===== config.mk =====
export PLATFORM = sky130hd
export DESIGN_NAME = savestates_reg_dump
export DESIGN_NICKNAME = d
export VERILOG_FILES = /design/src/rtl/savestates_reg_dump.sv
export SDC_FILE = /design/constraint.sdc
export NUM_CORES = 1
export LEC_CHECK = 0
export ABC_AREA = 0
export CAP_MARGIN = 10
export CORE_MARGIN = 3
export CORE_UTILIZATION = 50
export DETAILED_ROUTE_END_ITERATION = 6
export PLACE_DENSITY = 0.79
export SLEW_MARGIN = 20
export SYNTH_ARGS = -nofsm -noshare
export SYNTH_HDL_FRONTEND = slang
export SYNTH_SLANG_ARGS = --single-unit

===== constraint.sdc =====
create_clock -name clk -period 3.7 [get_ports clk]
set_input_delay 0.555 -clock clk [delete_from_list [all_inputs] [get_ports clk]]
set_output_delay 0.555 -clock clk [all_outputs]
set_load 0.02 [all_outputs]

===== src/rtl/savestates_reg_dump.sv =====
// Streams shadow-register bytes to savestate memory as packed little-endian 64-bit words (save) and replays them back as register writes (load).
// Save costs 2 cycles/byte plus per-word write handshake; load costs per-word read handshake plus 1 cycle/byte; memory stalls via req/ack.
module savestates_reg_dump #(
  parameter int          REG_COUNT = 64,
  parameter logic [15:0] BASE_ADDR = 16'h0000
) (
  input  logic        clk,
  input  logic        reset,
  input  logic        save_start,
  input  logic        load_start,
  output logic        busy,
  output logic        done,
  output logic [7:0]  reg_idx,
  output logic        reg_rd,
  input  logic [7:0]  ss_do,
  input  logic        ss_oe,
  output logic        reg_wr,
  output logic [7:0]  reg_wdata,
  output logic        mem_req,
  output logic        mem_we,
  output logic [15:0] mem_addr,
  output logic [63:0] mem_wdata,
  input  logic [63:0] mem_rdata,
  input  logic        mem_ack
);

  typedef enum logic [2:0] {IDLE, S_RD, S_CAP, S_WR, L_REQ, L_WR, DONE} state_t;

  localparam logic [7:0] LAST_IDX = 8'(REG_COUNT - 1);

  state_t      state, state_nxt;
  logic [7:0]  idx, idx_nxt;
  logic [15:0] word, word_nxt;
  logic [63:0] pack, pack_nxt;
  logic [63:0] rbuf, rbuf_nxt;

  logic [2:0]  lane;
  logic        last_byte;
  logic        word_end;

  assign lane      = idx[2:0];
  assign last_byte = (idx == LAST_IDX);
  // A word closes on its eighth lane or on the final register, whichever comes first.
  assign word_end  = (&idx[2:0]) || last_byte;

  always_ff @(posedge clk) begin
    if (reset) begin
      state <= IDLE;
      idx   <= 8'd0;
      word  <= 16'd0;
      pack  <= 64'd0;
      rbuf  <= 64'd0;
    end else begin
      state <= state_nxt;
      idx   <= idx_nxt;
      word  <= word_nxt;
      pack  <= pack_nxt;
      rbuf  <= rbuf_nxt;
    end
  end

  always_comb begin
    state_nxt = state;
    idx_nxt   = idx;
    word_nxt  = word;
    pack_nxt  = pack;
    rbuf_nxt  = rbuf;
    busy      = (state != IDLE);
    done      = 1'b0;
    reg_idx   = 8'd0;
    reg_rd    = 1'b0;
    reg_wr    = 1'b0;
    reg_wdata = 8'd0;
    mem_req   = 1'b0;
    mem_we    = 1'b0;
    mem_addr  = 16'd0;
    mem_wdata = 64'd0;

    case (state)
      IDLE: begin
        if (save_start) begin
          state_nxt = S_RD;
          idx_nxt   = 8'd0;
          word_nxt  = 16'd0;
          pack_nxt  = 64'd0;
        end else if (load_start) begin
          state_nxt = L_REQ;
          idx_nxt   = 8'd0;
          word_nxt  = 16'd0;
        end
      end
      S_RD: begin
        reg_rd    = 1'b1;
        reg_idx   = idx;
        state_nxt = S_CAP;
      end
      S_CAP: begin
        pack_nxt[{lane, 3'b000} +: 8] = ss_oe ? ss_do : 8'h00;
        if (word_end) begin
          state_nxt = S_WR;
        end else begin
          idx_nxt   = idx + 8'd1;
          state_nxt = S_RD;
        end
      end
      S_WR: begin
        mem_req   = 1'b1;
        mem_we    = 1'b1;
        mem_addr  = BASE_ADDR + word;
        mem_wdata = pack;
        if (mem_ack) begin
          pack_nxt = 64'd0;
          word_nxt = word + 16'd1;
          if (last_byte) begin
            state_nxt = DONE;
          end else begin
            idx_nxt   = idx + 8'd1;
            state_nxt = S_RD;
          end
        end
      end
      L_REQ: begin
        mem_req  = 1'b1;
        mem_addr = BASE_ADDR + word;
        if (mem_ack) begin
          rbuf_nxt  = mem_rdata;
          state_nxt = L_WR;
        end
      end
      L_WR: begin
        reg_wr    = 1'b1;
        reg_idx   = idx;
        reg_wdata = rbuf[{lane, 3'b000} +: 8];
        if (word_end) begin
          word_nxt = word + 16'd1;
          if (last_byte) begin
            state_nxt = DONE;
          end else begin
            idx_nxt   = idx + 8'd1;
            state_nxt = L_REQ;
          end
        end else begin
          idx_nxt = idx + 8'd1;
        end
      end
      DONE: begin
        done      = 1'b1;
        state_nxt = IDLE;
      end
      default: state_nxt = IDLE;
    endcase
  end

endmodule


# After elaboration in Yosys (flattened, before gate mapping)
# Cells that the tools add are included.
# word_totals
out_inout_bits	102
regBits	155
in_bits	78
word_cells	73
# op_classes
shifts	3
reduce_logical	14
mux	35
n_eq_ne	13
add_sub_neg	3
# op_table
operator	count
$mux 64	3
$pmux 64 s3	1
$mux 16	5
$mux 8	9
$bwmux 64	1
$shift 8x8->64 const A	1
$shiftx 64x7->8	1
$shiftx 8x8->64	1
$pmux 16 s3	1
$pmux 8 s4	1
$mux 3	6
$pmux 3 s6	1
$add 16x1->16 const B	1
$reduce_and 4->1	3
$ne 2x2->1 const B	5
$eq 3x3->1 const B	3
$reduce_bool 3->1	3
$add 8x1->8 const B	1
$eq 8x6->1 const B	1
$neg 6->8	1
$eq 3x2->1 const B	2
$reduce_and 3->1	2
$mux 1	5
$mux 2	2
other kinds (7)	8

# Longest topological paths before layout
# depth
depth_word	4
mapped_depth	10
depth_no_buf	7

# Worst setup path after synthesis
# No wires, ideal clock.
# synth_timing
kind	register to register
start	register idx[1]
end	register pack[56]
stages_incl_launch_ff	10
synth_period_minus_slack_ps	2911
arrival_ps	2784
path_slack_ps	789
setup_ps	128
n_path_buf	2
path_cell_list	dfxtp_1 clkbuf_1 clkbuf_1 inv_1 ha_1 ha_1 nor4b_2 o221ai_1 a22oi_1 nor2_1
# synth_between
elab_chain_len	4
# synth_rtl
element	line_no	rtl
start: declaration	32	logic [7:0] idx, idx_nxt;
start signal: assignment	55	idx <= idx_nxt;
$neg 6->8 *	98	pack_nxt[{lane, 3'b000} +: 8] = ss_oe ? ss_do : 8'h00;
$shiftx 8x8->64 / $shift 8x8->64 (equally long branches)	98	
$bwmux 64 *	98	
$pmux 64 s3 *	79	case (state)
end signal: assignment	57	pack <= pack_nxt;
end: declaration	34	logic [63:0] pack, pack_nxt;
# Every way passes the cells marked *; elsewhere a longest branch is shown, timed or not.
# A chain may end at the register's enable or synchronous reset.

# Final worst setup path
# layout_timing
start	register idx[0]
end	output reg_wdata[4]
# layout_between
elab_chain_len	2
# layout_rtl
element	line_no	rtl
$shiftx 64x7->8	133	reg_wdata = rbuf[{lane, 3'b000} +: 8];
$mux 8	79	
end: declaration	18	output logic [7:0] reg_wdata,
# No other way between the ends.

==> metrics.md <==
| Metric | Value |
|---|---|
| Max-slew violations | `0` |
| Seq/Total Area, Yosys | `0.417` |
| RR Startpoint | `idx[2]` |
| WP depth | `5` |
| Metal3 WL | `1360 um` |
| Maximum VDD drop | `364 uV` |
| Residual DRC | `0` |
| CTS max path bufs | `2` |
| Skew-Pair Late Insertion Delay | `430 ps` |
| CTS tree | `done` |
| Status | `complete, no violations` |
| DR vias | `7183` |
| Buffers on Ports | `179` |
| Die height | `128 um` |
| Post-CTS setup buffers | `0` |
| First-pass GRT wire length | `33400 um` |
| Initial antenna violation count | `0` |
| Endpoints failing hold | `0` |
| Worst setup path class | `reg -> out` |
| DRT iter0 DRCs | `716` |
| Top FF cell, synth | `dfxtp_1` |
| Min Tclk post-route | `3280 ps` |
| Max Cap Violations | `0` |
| Tightest Pin Transition | `924 ps` |
| Tot GR Track Use | `0.252` |
| Async S/R FF share, synth | `0` |
| CP Launch Type | `flop` |
| Total Die Area | `16400 um^2` |
| Worst endpoint required time | `3140 ps` |
| Worst Setup EP | `reg_wdata[4]` |
| Finished Layout Cells | `1241` |
| Synthesized net count | `989` |
| Die W | `128 um` |
| Critical path buffer and inverter count | `2` |
| Synth warn | `0` |
| Vias per cell | `5.79` |
| Total CTS buffers | `17` |
| CP cell instances | `buf_4, mux4_2, nand2_1, a21oi_1, clkdlybuf4s50_1` |
| Synth-to-layout area growth | `33.1%` |
| Skew final | `7.06 ps` |
| H-Tree Depth | `4` |
| CTS clk-pin slew, worst paths | `60 ps` |
| Static Leakage | `3.36 nW` |
| WL final | `21000 um` |
| Synthesized area | `7450 um^2` |
| Cts repair resizes | `0` |
| Total clock sinks | `155` |
| Share of layout cells above drive strength 1 | `0.0792` |
| Sum of negative setup slack | `0 ps` |
| Crit. End Element | `output port` |
| Placed Cells | `1209` |
| CORE AREA | `14200 um^2` |
| Worst slew margin | `0.377` |
| Min-delay worst type | `reg -> reg` |
| # IOs | `180` |
| Final setup viols | `0` |
| Synthesized flop and latch total | `155` |
| Crit share post-route | `0.887` |
| CTS Hold Bufs | `0` |
| Total power | `0.00454 W` |
| DP HPWL | `14200 um` |
| Worst r2r path cells | `7` |
| Vias in the first global route | `6584` |
| Nets | `1132` |
| Worst path max stage delay | `590 ps` |
| Drt pass-1 iters | `5` |
| RSZ-0062 raised after global routing | `no` |
| Reg2reg end | `pack[63]` |
| Highest Signal Layer | `met4` |
| Crit Path Max Fanout | `20` |
| Final core occ | `0.698` |
| Total gr overflow | `0` |
| Metal2 WL | `10300 um` |
| DRT met1 WL | `9020 um` |
| Arrival time at the worst endpoint | `2730 ps` |
| Crit path max-delay family | `buffers and inverters` |
| Site Rows | `43` |
| Worst Setup SP | `idx[0]` |
| Post-synthesis cell count | `905` |
| Pwr/cell area | `458 nW/um^2` |
| Root buffer selected by CTS | `clkbuf_16` |
| Final ANT Viol Nets | `0` |
| Synth cell types | `63` |
| Slowest-stage cell, CP | `clkdlybuf4s50_1` |
| Post-synth EDFFs | `0` |
| Syn Area/Cell | `8.23 um^2` |
| FF-to-FF setup slack | `790 ps` |
| Fmax | `305 MHz` |
| N_diodes | `0` |
| GPL Wtd Cong | `0.820` |
| Wire per inst | `16.9 um` |
| Largest net degree at the start of global routing | `86` |
| Initial Util | `0.524` |
-- power by group --
part / switching, W / internal (W)
registers: 0.0000623 / 0.00175
logic: 0.000601 / 0.000368
clock network: 0.000735 / 0.00102
total: 0.00140 / 0.00314
-- cells in the mapped netlist (all sizes together), types with 3 or more instances --
cell type | n | area share
o32ai | 8 | 0.0094
nand3 | 9 | 0.0060
and3 | 11 | 0.0092
mux4 | 16 | 0.048
o221ai | 4 | 0.0055
a22o | 8 | 0.0094
o2111ai | 3 | 0.0035
nor3 | 12 | 0.0094
nor2b | 11 | 0.0092
nand2b | 5 | 0.0042
dfxtp | 155 | 0.42
a21oi | 99 | 0.067
a221oi | 6 | 0.0079
and4 | 5 | 0.0059
nand2 | 173 | 0.087
buf | 15 | 0.010
clkbuf | 58 | 0.029
a211oi | 13 | 0.013
o21ai | 28 | 0.019
or3 | 7 | 0.0059
clkinv | 4 | 0.0020
nor4 | 4 | 0.0042
or4 | 5 | 0.0050
a22oi | 32 | 0.032
or2 | 4 | 0.0034
nor2 | 56 | 0.028
a32o | 11 | 0.015
and2 | 73 | 0.061
nand4 | 7 | 0.0059
inv | 17 | 0.0086
o21a | 4 | 0.0040
ha | 6 | 0.010
-- per-stage QoR --
step	setup WS (ps)	hold WS (ps)	area, um^2
after CTS	370	453	9920
final	418	452	9920
after global routing	262	469	9920
after detailed placement	837	444	9320
after global placement	873	440	9320
after floorplan	789	433	7450
-- placed cells by master, fill, tap and decap left out, drive strengths merged, types with 12 or more instances in the layout --
cell	Yosys	layout
nand2	173	173
a21oi	99	99
o21ai	28	28
a22oi	32	32
inv	17	22
clkdlybuf4s50	0	178
mux4	16	16
clkbuf	58	18
nor3	12	12
and2	73	73
dfxtp	155	155
a211oi	13	13
nor2	56	56
buf	15	19
-- worst min-delay path by stage --
| stage | start | endpoint | slack, ps | cells after the start |
|---|---|---|---|---|
| finish | rbuf[25] | rbuf[25] | 450 | 2 |
| detailed placement | rbuf[25] | rbuf[25] | 440 | 2 |
| CTS | rbuf[25] | rbuf[25] | 450 | 2 |
| global route | rbuf[46] | rbuf[46] | 470 | 2 |
| floorplan | rbuf[16] | rbuf[16] | 430 | 2 |
| global placement | rbuf[47] | rbuf[47] | 440 | 2 |
-- per-layer routing --
metal | up-vias | global-route usage
met3 | 31 | 0.0563
met2 | 276 | 0.409
met4 | 0 | 0.0843
met1 | 3388 | 0.334
met5 | - | 0
li1 | 3488 | -
-- tightest hold or removal path: stages (launching register included) --
cell and delay, ps:
dfxtp_1 310, nand2_1 50, a21oi_1 50
-- cell families after synthesis --
group / after synthesis / share of synthesized area
mux: 17 / 0.0497
compound gates: 239 / 0.213
buf+inv: 94 / 0.0499
flops: 155 / 0.417
xor+xnor: 1 / 0.00118
simple gates: 393 / 0.259
fa+ha+maj: 6 / 0.0101
-- final cells by class --
class / instances / area [um^2]
clock inverter: 14 / 159
fill: 1182 / 4290
multi-input combinational: 656 / 3990
inverter: 21 / 78.8
tap: 180 / 225
sequential: 155 / 3100
clock buffer: 18 / 439
timing repair buffer: 197 / 1920
-- state kept, by name, indices dropped and copies added, names as in the netlist --
name	count
state	3
pack	64
word	16
idx	8
rbuf	64
(Power assumes the default switching activity.)
